**src/rtl/serial_adder.sv**
```systemverilog
// serial_adder: bit-serial ripple adder, one full-adder bit per clock, LSB first.
//
// Ports
//   clk        rising-edge clock for all state
//   rst_n      asynchronous active-low reset
//   in_valid   operand set on a, b, cin is valid (sampled only in IDLE)
//   in_ready   high only in IDLE
//   a, b       WIDTH-bit operands
//   cin        carry-in to bit 0
//   out_valid  high only in DONE; sum/cout hold the completed result
//   out_ready  consumer accepts the result
//   sum        a+b+cin modulo 2^WIDTH
//   cout       carry out of bit WIDTH-1
//   busy       high only in RUN
//   ovf        signed overflow, present only when SERIAL_ADDER_OVF_EN is defined
//
// Configuration macro: SERIAL_ADDER_OVF_EN adds the ovf output.
module serial_adder #(
    parameter int WIDTH = 8
) (
    input  logic             clk,
    input  logic             rst_n,
    input  logic             in_valid,
    output logic             in_ready,
    input  logic [WIDTH-1:0] a,
    input  logic [WIDTH-1:0] b,
    input  logic             cin,
    output logic             out_valid,
    input  logic             out_ready,
    output logic [WIDTH-1:0] sum,
    output logic             cout,
    output logic             busy
`ifdef SERIAL_ADDER_OVF_EN
    ,
    output logic             ovf
`endif
);

    localparam int CW = $clog2(WIDTH + 1);

    typedef enum logic [1:0] {IDLE, RUN, DONE} state_t;

    state_t           state_q, state_d;
    logic [WIDTH-1:0] a_q, a_d;
    logic [WIDTH-1:0] b_q, b_d;
    logic [WIDTH-1:0] sum_q, sum_d;
    logic [CW-1:0]    cnt_q, cnt_d;
    logic             c_q, c_d;
    logic             cout_q, cout_d;
    logic             in_ready_q, in_ready_d;
    logic             out_valid_q, out_valid_d;
    logic             busy_q, busy_d;
`ifdef SERIAL_ADDER_OVF_EN
    logic             ovf_q, ovf_d;
`endif

    logic [WIDTH-1:0] a_sh, b_sh, bit_sh;
    logic             ai, bi, s, maj;

    // Select operand bit i by shifting rather than indexing, so the counter
    // width (which must reach WIDTH) never has to match the index width.
    always_comb begin
        a_sh   = a_q >> cnt_q;
        b_sh   = b_q >> cnt_q;
        ai     = a_sh[0];
        bi     = b_sh[0];
        s      = ai ^ bi ^ c_q;
        maj    = (ai & bi) | (ai & c_q) | (bi & c_q);
        bit_sh = {{(WIDTH-1){1'b0}}, s} << cnt_q;
    end

    always_comb begin
        state_d = state_q;
        a_d     = a_q;
        b_d     = b_q;
        sum_d   = sum_q;
        cnt_d   = cnt_q;
        c_d     = c_q;
        cout_d  = cout_q;
`ifdef SERIAL_ADDER_OVF_EN
        ovf_d   = ovf_q;
`endif
        case (state_q)
            IDLE: begin
                if (in_valid) begin
                    a_d     = a;
                    b_d     = b;
                    c_d     = cin;
                    cnt_d   = '0;
                    sum_d   = '0;
                    state_d = RUN;
                end
            end
            RUN: begin
                sum_d = sum_q | bit_sh;
                c_d   = maj;
                cnt_d = cnt_q + 1'b1;
                if (cnt_q == CW'(WIDTH - 1)) begin
                    cout_d  = maj;
`ifdef SERIAL_ADDER_OVF_EN
                    // c_q is the carry into the top bit on this last step.
                    ovf_d   = c_q ^ maj;
`endif
                    state_d = DONE;
                end
            end
            DONE: begin
                if (out_ready) state_d = IDLE;
            end
            default: state_d = IDLE;
        endcase
        in_ready_d  = (state_d == IDLE);
        out_valid_d = (state_d == DONE);
        busy_d      = (state_d == RUN);
    end

    always_ff @(posedge clk or negedge rst_n) begin
        if (!rst_n) begin
            state_q     <= IDLE;
            a_q         <= '0;
            b_q         <= '0;
            sum_q       <= '0;
            cnt_q       <= '0;
            c_q         <= 1'b0;
            cout_q      <= 1'b0;
            in_ready_q  <= 1'b1;
            out_valid_q <= 1'b0;
            busy_q      <= 1'b0;
`ifdef SERIAL_ADDER_OVF_EN
            ovf_q       <= 1'b0;
`endif
        end else begin
            state_q     <= state_d;
            a_q         <= a_d;
            b_q         <= b_d;
            sum_q       <= sum_d;
            cnt_q       <= cnt_d;
            c_q         <= c_d;
            cout_q      <= cout_d;
            in_ready_q  <= in_ready_d;
            out_valid_q <= out_valid_d;
            busy_q      <= busy_d;
`ifdef SERIAL_ADDER_OVF_EN
            ovf_q       <= ovf_d;
`endif
        end
    end

    assign in_ready  = in_ready_q;
    assign out_valid = out_valid_q;
    assign busy      = busy_q;
    assign sum       = sum_q;
    assign cout      = cout_q;
`ifdef SERIAL_ADDER_OVF_EN
    assign ovf       = ovf_q;
`endif

endmodule

```
**config.mk**
```make
export PLATFORM = sky130hd
export DESIGN_NAME = serial_adder
export DESIGN_NICKNAME = d
export VERILOG_FILES = /design/src/rtl/serial_adder.sv
export SDC_FILE = /design/constraint.sdc
export NUM_CORES = 1
export LEC_CHECK = 0
export BUFFER_PORTS_ARGS = -buffer_cell sky130_fd_sc_hd__clkbuf_2
export CORE_ASPECT_RATIO = 2
export CORE_MARGIN = 2
export CORE_UTILIZATION = 57
export DETAILED_ROUTE_END_ITERATION = 8
export PLACE_DENSITY = 0.93
export SYNTH_ARGS = -nofsm -noshare
export SYNTH_HDL_FRONTEND = slang
export SYNTH_SLANG_ARGS = --single-unit
```
**constraint.sdc**
```tcl
create_clock -name clk -period 5.2 [get_ports clk]
set_input_delay 1.04 -clock clk [delete_from_list [all_inputs] [get_ports clk]]
set_output_delay 1.04 -clock clk [all_outputs]
set_load 0.05 [all_outputs]
```
==> impl_metrics.ini, run 1 <==
[clock_network]
clk-insertion-delay-late_ps = 290
cts_resized = 0
numCtsBuffers = 5
postCtsSetupBuffers = 0
holdBufCountCts = 0
cts_max_level = 2
cts-root-buf = clkbuf_8
clk_path_buf_depth = 2
path_clk_slew_ps = 70
clock_sinks = 35
cts_tree = yes

[route]
viasPerCell = 5.98
wl_per_cell_um = 17.4
drtAntennaViolNets = 0
first_pass_iters = 5
drt-initial-drc-count = 32
drt-total-wl_um = 3130
drc = 0
vias = 1076

[sta]
slew_headroom_pct = 22.0
tightest_slew_ps = 1170
finalClockSkew_ps = 6.49
setup-tns-final_ps = 0
setup_viol = 0
rsz0062_at_grt = false
hold_viol_final = 0
final-max-slew-violation-count = 0
fin_crit_ps = 2760
period_share_pct = 53.0
timing.fmax_ghz = 0.363

[grt]
use_met3_pct = 5.68
top_usage_layer = met2
grt-ovfl-total = 0
grt_antenna_before_repair = 0
track_usage_pct = 22.0
grt_pass1_vias = 1159
met1_usage_pct = 21.6
grt_util_met2_pct = 40.5
grt_pass1_wl_um = 5330
grt_start_max_net_pins = 36

[critical_path]
endpoint_kind = flip-flop
crit_arrival_ps = 2980
startpoint_type = flip-flop
critical_path.max_fanout = 11
required_ps = 5430
critPathKind = flip-flop to flip-flop

[final_layout]
layout-drive-gt1-share_pct = 38.4
n_antenna_cell = 0
layoutNonFillerInstCount = 180
syn_to_final_growth_pct = 13.8
nNetsFinal = 174
stdcell_area_mm2 = 0.00182

[placement]
dpl.hpwl_um = 2340
place_inst = 173
portBuffers = 32
place_area_mm2 = 0.00173
gp_congestion = 0.837

[flow_run]
cap_viol_max_count = 0

[synthesis]
synth_fa_ha_area_share_pct = 2.03
synth_cell_types = 34
netlist_instances = 120
synthSimpleGateAreaFrac_pct = 8.29
syn_nets = 143
yosys.cell_count.top_type = dfrtp_1
synth_seq_cells = 35
synth_top_family_by_area = multiplexers
synth-compound-area-share_pct = 9.70
synthesis.area_mm2 = 0.00160
synth_seq_area_share_pct = 54.9
ys_warn_count = 0
synth_xor_area_share_pct = 0
synth_ff_type = dfrtp_1
synthMuxAreaShare_pct = 20.2
synth_common_cells = 34 x dfrtp_1, 12 x nand2_1, 10 x mux2_4
synth.avg_cell_area_um2 = 13.3
synth_edf_count = 0
yosys-top-cells-area = dfrtp_1 53%, mux2_4 9.4%, mux2_2 4.2%
async_flop_share_pct = 100
yosys.area.top_type_share_pct = 53.2
synth_top_area_cell = dfrtp_1

[power]
power.switching_mw = 0.558
internal-power_mw = 0.776
combPwrFrac_pct = 45.7
p_leak_nw = 0.907
vdd_drop_max_v = 0.000405
swShare_pct = 41.8
clockPowerShare_pct = 14.6
power_frac_seq_pct = 39.6
p_per_area_mw_per_mm2 = 733

[floorplan]
ios = 33
die_y_um = 78.9
dieArea_mm2 = 0.00327
chipWidth_um = 41.5
start_util_pct = 59.2
rows = 27
core_mm2 = 0.00270

[status]
status = finished, final reports clean

[hold_path]
hold_class = flip-flop to flip-flop
flip-flops by register name, indices dropped and copies added, names as in the netlist:
name,count
cout,1
b_q,8
sum,8
state_q,2
c_q,1
in_ready,1
a_q,8
out_valid,1
cnt_q,4
busy,1
stage by stage:
stage                     setup slack [ps]  power, mW  hold WS [ps]  util [%]
after floorplan                       2620       1.01           466         -
after global placement                2590       1.10           461      64.1
after detailed placement              2470       1.14           480      64.1
after CTS                             2450       1.34           495      67.3
after global routing                  2200       1.42           527      67.3
final                                 2440       1.33           490      67.3
final timing paths:
check	slack (ps)	to	start	cells after the start
setup / recovery	2440	sum[2]$_DFFE_PN0P_	cnt_q[0]$_DFFE_PN0P_	5
hold / removal	490	sum[6]$_DFFE_PN0P_	sum[6]$_DFFE_PN0P_	1
setup reg to reg	2440	sum[2]$_DFFE_PN0P_	cnt_q[0]$_DFFE_PN0P_	5
hold reg to reg	490	sum[6]$_DFFE_PN0P_	sum[6]$_DFFE_PN0P_	1
max in group asynchronous	3850	sum[3]$_DFFE_PN0P_	rst_n	1
min in group asynchronous	830	a_q[6]$_DFFE_PN0P_	rst_n	1
worst max-delay path: stages (launching register included):
cell and delay, ps:
dfrtp_1 600, mux4_2 560, o211ai_1 240, fa_1 470, nor4_1 570, a32o_1 250
final cells by class:
| type | instances | area [um2] |
|---|---|---|
| clock buffers | 6 | 82.6 |
| clock inverters | 1 | 5.00 |
| flip-flops and latches | 35 | 877 |
| well taps | 29 | 36.3 |
| multi-input cells | 73 | 643 |
| inverters | 4 | 15.0 |
| repair buffers | 32 | 160 |
| fillers | 203 | 883 |
metal layers:
layer | part of all wire, % | vias up
li1 | - | 489
met1 | 32 | 537
met2 | 59 | 38
met3 | 4.6 | 12
met4 | 3.6 | 0
met5 | 0 | -
power groups by stage:
| stage | registers (mW) | logic [mW] | clock network (mW) |
|---|---|---|---|
| global route | 0.547 | 0.665 | 0.209 |
| global placement | 0.515 | 0.581 | 0 |
| finish | 0.529 | 0.610 | 0.195 |
| CTS | 0.528 | 0.615 | 0.199 |
| detailed placement | 0.533 | 0.612 | 0 |
| floorplan | 0.597 | 0.416 | 0 |
placed cells by master, fill, tap and decap left out, drive strengths merged, types with 2 or more instances in the layout:
cell type / instances
mux4: 2
nand3: 2
nor2: 2
nand2: 12
a31oi: 2
o31ai: 4
mux2i: 6
a21oi: 2
o21ai: 3
dfrtp: 34
o211ai: 2
mux2: 16
nand3b: 2
nor2b: 2
inv: 4
a32o: 4
clkbuf: 38
cell families (layout without fill, tap and decap cells):
family | Yosys count | after routing
flops | 35 | 35
compound gates | 21 | 21
fa+ha+maj | 2 | 2
buf+inv | 12 | 43
simple gates | 26 | 26
mux | 24 | 24
No activity file was read; power rests on OpenSTA's default activity.
==> run 2: changes to the inputs <==
--- a/config.mk
+++ b/config.mk
@@ -5,12 +5,13 @@
 export SDC_FILE = /design/constraint.sdc
 export NUM_CORES = 1
 export LEC_CHECK = 0
+export ABC_AREA = 1
 export BUFFER_PORTS_ARGS = -buffer_cell sky130_fd_sc_hd__clkbuf_2
 export CORE_ASPECT_RATIO = 2
 export CORE_MARGIN = 2
-export CORE_UTILIZATION = 57
+export CORE_UTILIZATION = 48
 export DETAILED_ROUTE_END_ITERATION = 8
-export PLACE_DENSITY = 0.93
+export PLACE_DENSITY = 0.84
 export SYNTH_ARGS = -nofsm -noshare
 export SYNTH_HDL_FRONTEND = slang
 export SYNTH_SLANG_ARGS = --single-unit
==> constraint.sdc (replaced) <==
create_clock -name clk -period 2.3 [get_ports clk]
set_input_delay 0.46 -clock clk [delete_from_list [all_inputs] [get_ports clk]]
set_output_delay 0.46 -clock clk [all_outputs]
set_load 0.05 [all_outputs]
==> run 2 against run 1 <==
Compared with the run above:
- hold slack got worse by 220 ps
- wire length decreased by 6.9%
- synthesized area up 0.31%
- critical path depth is 5 higher
- final cell count is 43% higher
- utilization fell by 9.3 points
- die area grew 18%
- sequential cell count did not move
==> impl_metrics.ini, run 2 <==
[synthesis]
netlist_instances = 191
synthesis.area_mm2 = 0.00160
yosys-top-cells-area = dfrtp_1 53%, nand2_1 15%, o21ai_0 8.1%
async_flop_share_pct = 100
yosys.cell_count.top_type = nand2_1
synth_ff_type = dfrtp_1
synth_common_cells = 63 x nand2_1, 34 x dfrtp_1, 26 x o21ai_0
syn_nets = 214
synth_cell_types = 21
yosys.area.top_type_share_pct = 53.0
synth_edf_count = 0
synth_seq_area_share_pct = 54.7
synth_top_area_cell = dfrtp_1
synth.avg_cell_area_um2 = 8.40
synth_seq_cells = 35
ys_warn_count = 0

[status]
status = finished, final reports clean

[critical_path]
startpoint_type = flip-flop
crit_arrival_ps = 2180
path_cells = inv_1 > nand3_1 > nand2_1 > nand2_1 > nand2_1 > inv_1 > fa_1 > inv_1 > nand3_1 > o21ai_0
critical_path.max_fanout = 9
cpPeakStageDelay_ps = 490
endpoint_kind = flip-flop
cp_slowest_cell = dfrtp_1
critPathKind = flip-flop to flip-flop
required_ps = 2500

[sta]
period_share_pct = 86.4
setup_viol = 0
setup-tns-final_ps = 0
slew_headroom_pct = 43.8
hold_viol_final = 0
tightest_slew_ps = 843
timing.fmax_ghz = 0.503
fin_crit_ps = 1990
finalClockSkew_ps = 5.67
final-max-slew-violation-count = 0
rsz0062_at_grt = false
whs_ps = 272

[grt]
grt_pass1_vias = 1205
grt_pass1_wl_um = 4950
grt-ovfl-total = 0
track_usage_pct = 17.5
grt_start_max_net_pins = 36
grt_antenna_before_repair = 0

[floorplan]
chipWidth_um = 44.9
start_util_pct = 50.2
core_mm2 = 0.00319
rows = 29
ios = 33
die_y_um = 85.8
dieArea_mm2 = 0.00385

[route]
viasPerCell = 5.00
drt-total-wl_um = 2910
drtAntennaViolNets = 0
drt-initial-drc-count = 39
drc = 0
wl_per_cell_um = 11.3
first_pass_iters = 4
vias = 1284

[clock_network]
clk_path_buf_depth = 2
cts_tree = yes
holdBufCountCts = 0
cts_max_level = 2
cts_resized = 0
postCtsSetupBuffers = 0
clk-insertion-delay-late_ps = 280
clock_sinks = 35
numCtsBuffers = 5
cts-root-buf = clkbuf_8
path_clk_slew_ps = 60

[final_layout]
final_common_cell = nand2_1
nNetsFinal = 248
layout-drive-gt1-share_pct = 22.6
n_antenna_cell = 0
final_cell_mix = 63 x nand2_1, 34 x dfrtp_1, 32 x clkbuf_2
syn_to_final_growth_pct = 15.5

[power]
vdd_drop_max_v = 0.000770
p_per_area_mw_per_mm2 = 1560
p_leak_nw = 0.971

[flow_run]
cap_viol_max_count = 0

[placement]
gp_congestion = 0.785
portBuffers = 32
dpl.hpwl_um = 2220

[hold_path]
hold_class = input pin to asynchronous set/reset pin
run 2: metal layers:
metal  track usage (%)  part of all wire [%]  wire [um]  up-vias
li1                  -                     -          -      661
met5                 0                     0          0        -
met1              17.6                    39       1130      591
met2              31.1                    55       1600       24
met3              5.05                   3.4        100        8
met4              8.29                   3.0         88        0
run 2: worst max-delay path, delay by kind of cell (launching register included):
kind / cells / cell delay [ps]
AO/OA/AOI/OAI: 1 / 180
adder cells (fa/ha/maj): 1 / 440
buffers and inverters: 3 / 400
flip-flops: 1 / 490
AND/OR/NAND/NOR: 5 / 400
run 2: layout make-up:
cell class	count	area, um2
Inverter	28	106
Tap cell	31	38.8
Clock buffer	7	76.3
Clock inverter	1	5.00
Sequential cell	35	877
Multi-Input combinational cell	121	574
Timing Repair Buffer	34	175
Fill cell	315	1340
run 2: power by group:
group | internal (mW) | switching [mW]
clock | 0.212 | 0.197
sequential | 0.906 | 0.146
combinational | 0.422 | 1.02
run 2: cell families after synthesis:
family | count (synthesis) | synth area share [%]
AND/OR/NAND/NOR | 86 | 22.8
buffers and inverters | 35 | 9.52
flip-flops | 35 | 54.7
AO/OA/AOI/OAI | 33 | 11.0
adder cells (fa/ha/maj) | 2 | 2.03
run 2: through the flow:
stage | util, % | area (um2) | power, mW | instances | setup WS, ps
6_report | 58.0 | 1850 | 2.90 | 257 | 314
3_3_place_gp | 55.5 | 1770 | 2.47 | 249 | 386
3_5_place_dp | 55.5 | 1770 | 2.51 | 249 | 335
4_1_cts | 58.0 | 1850 | 2.93 | 257 | 311
2_1_floorplan | - | 1600 | 2.19 | 191 | 537
5_1_grt | 58.0 | 1850 | 3.17 | 257 | 140
run 2: worst paths after layout:
path                            cells past startpoint  slack (ps)                 start            endpoint
worst max-delay path                               10         310  cnt_q[1]$_DFFE_PN0P_  sum[5]$_DFFE_PN0P_
worst min-delay path                                1         270                 rst_n  b_q[5]$_DFFE_PN0P_
worst max register to register                     10         310  cnt_q[1]$_DFFE_PN0P_  sum[5]$_DFFE_PN0P_
worst min register to register                      2         490    sum[0]$_DFFE_PN0P_  sum[0]$_DFFE_PN0P_
max in group asynchronous                           1        1500                 rst_n  b_q[2]$_DFFE_PN0P_
min in group clk                                    3         380                  a[1]  a_q[1]$_DFFE_PN0P_
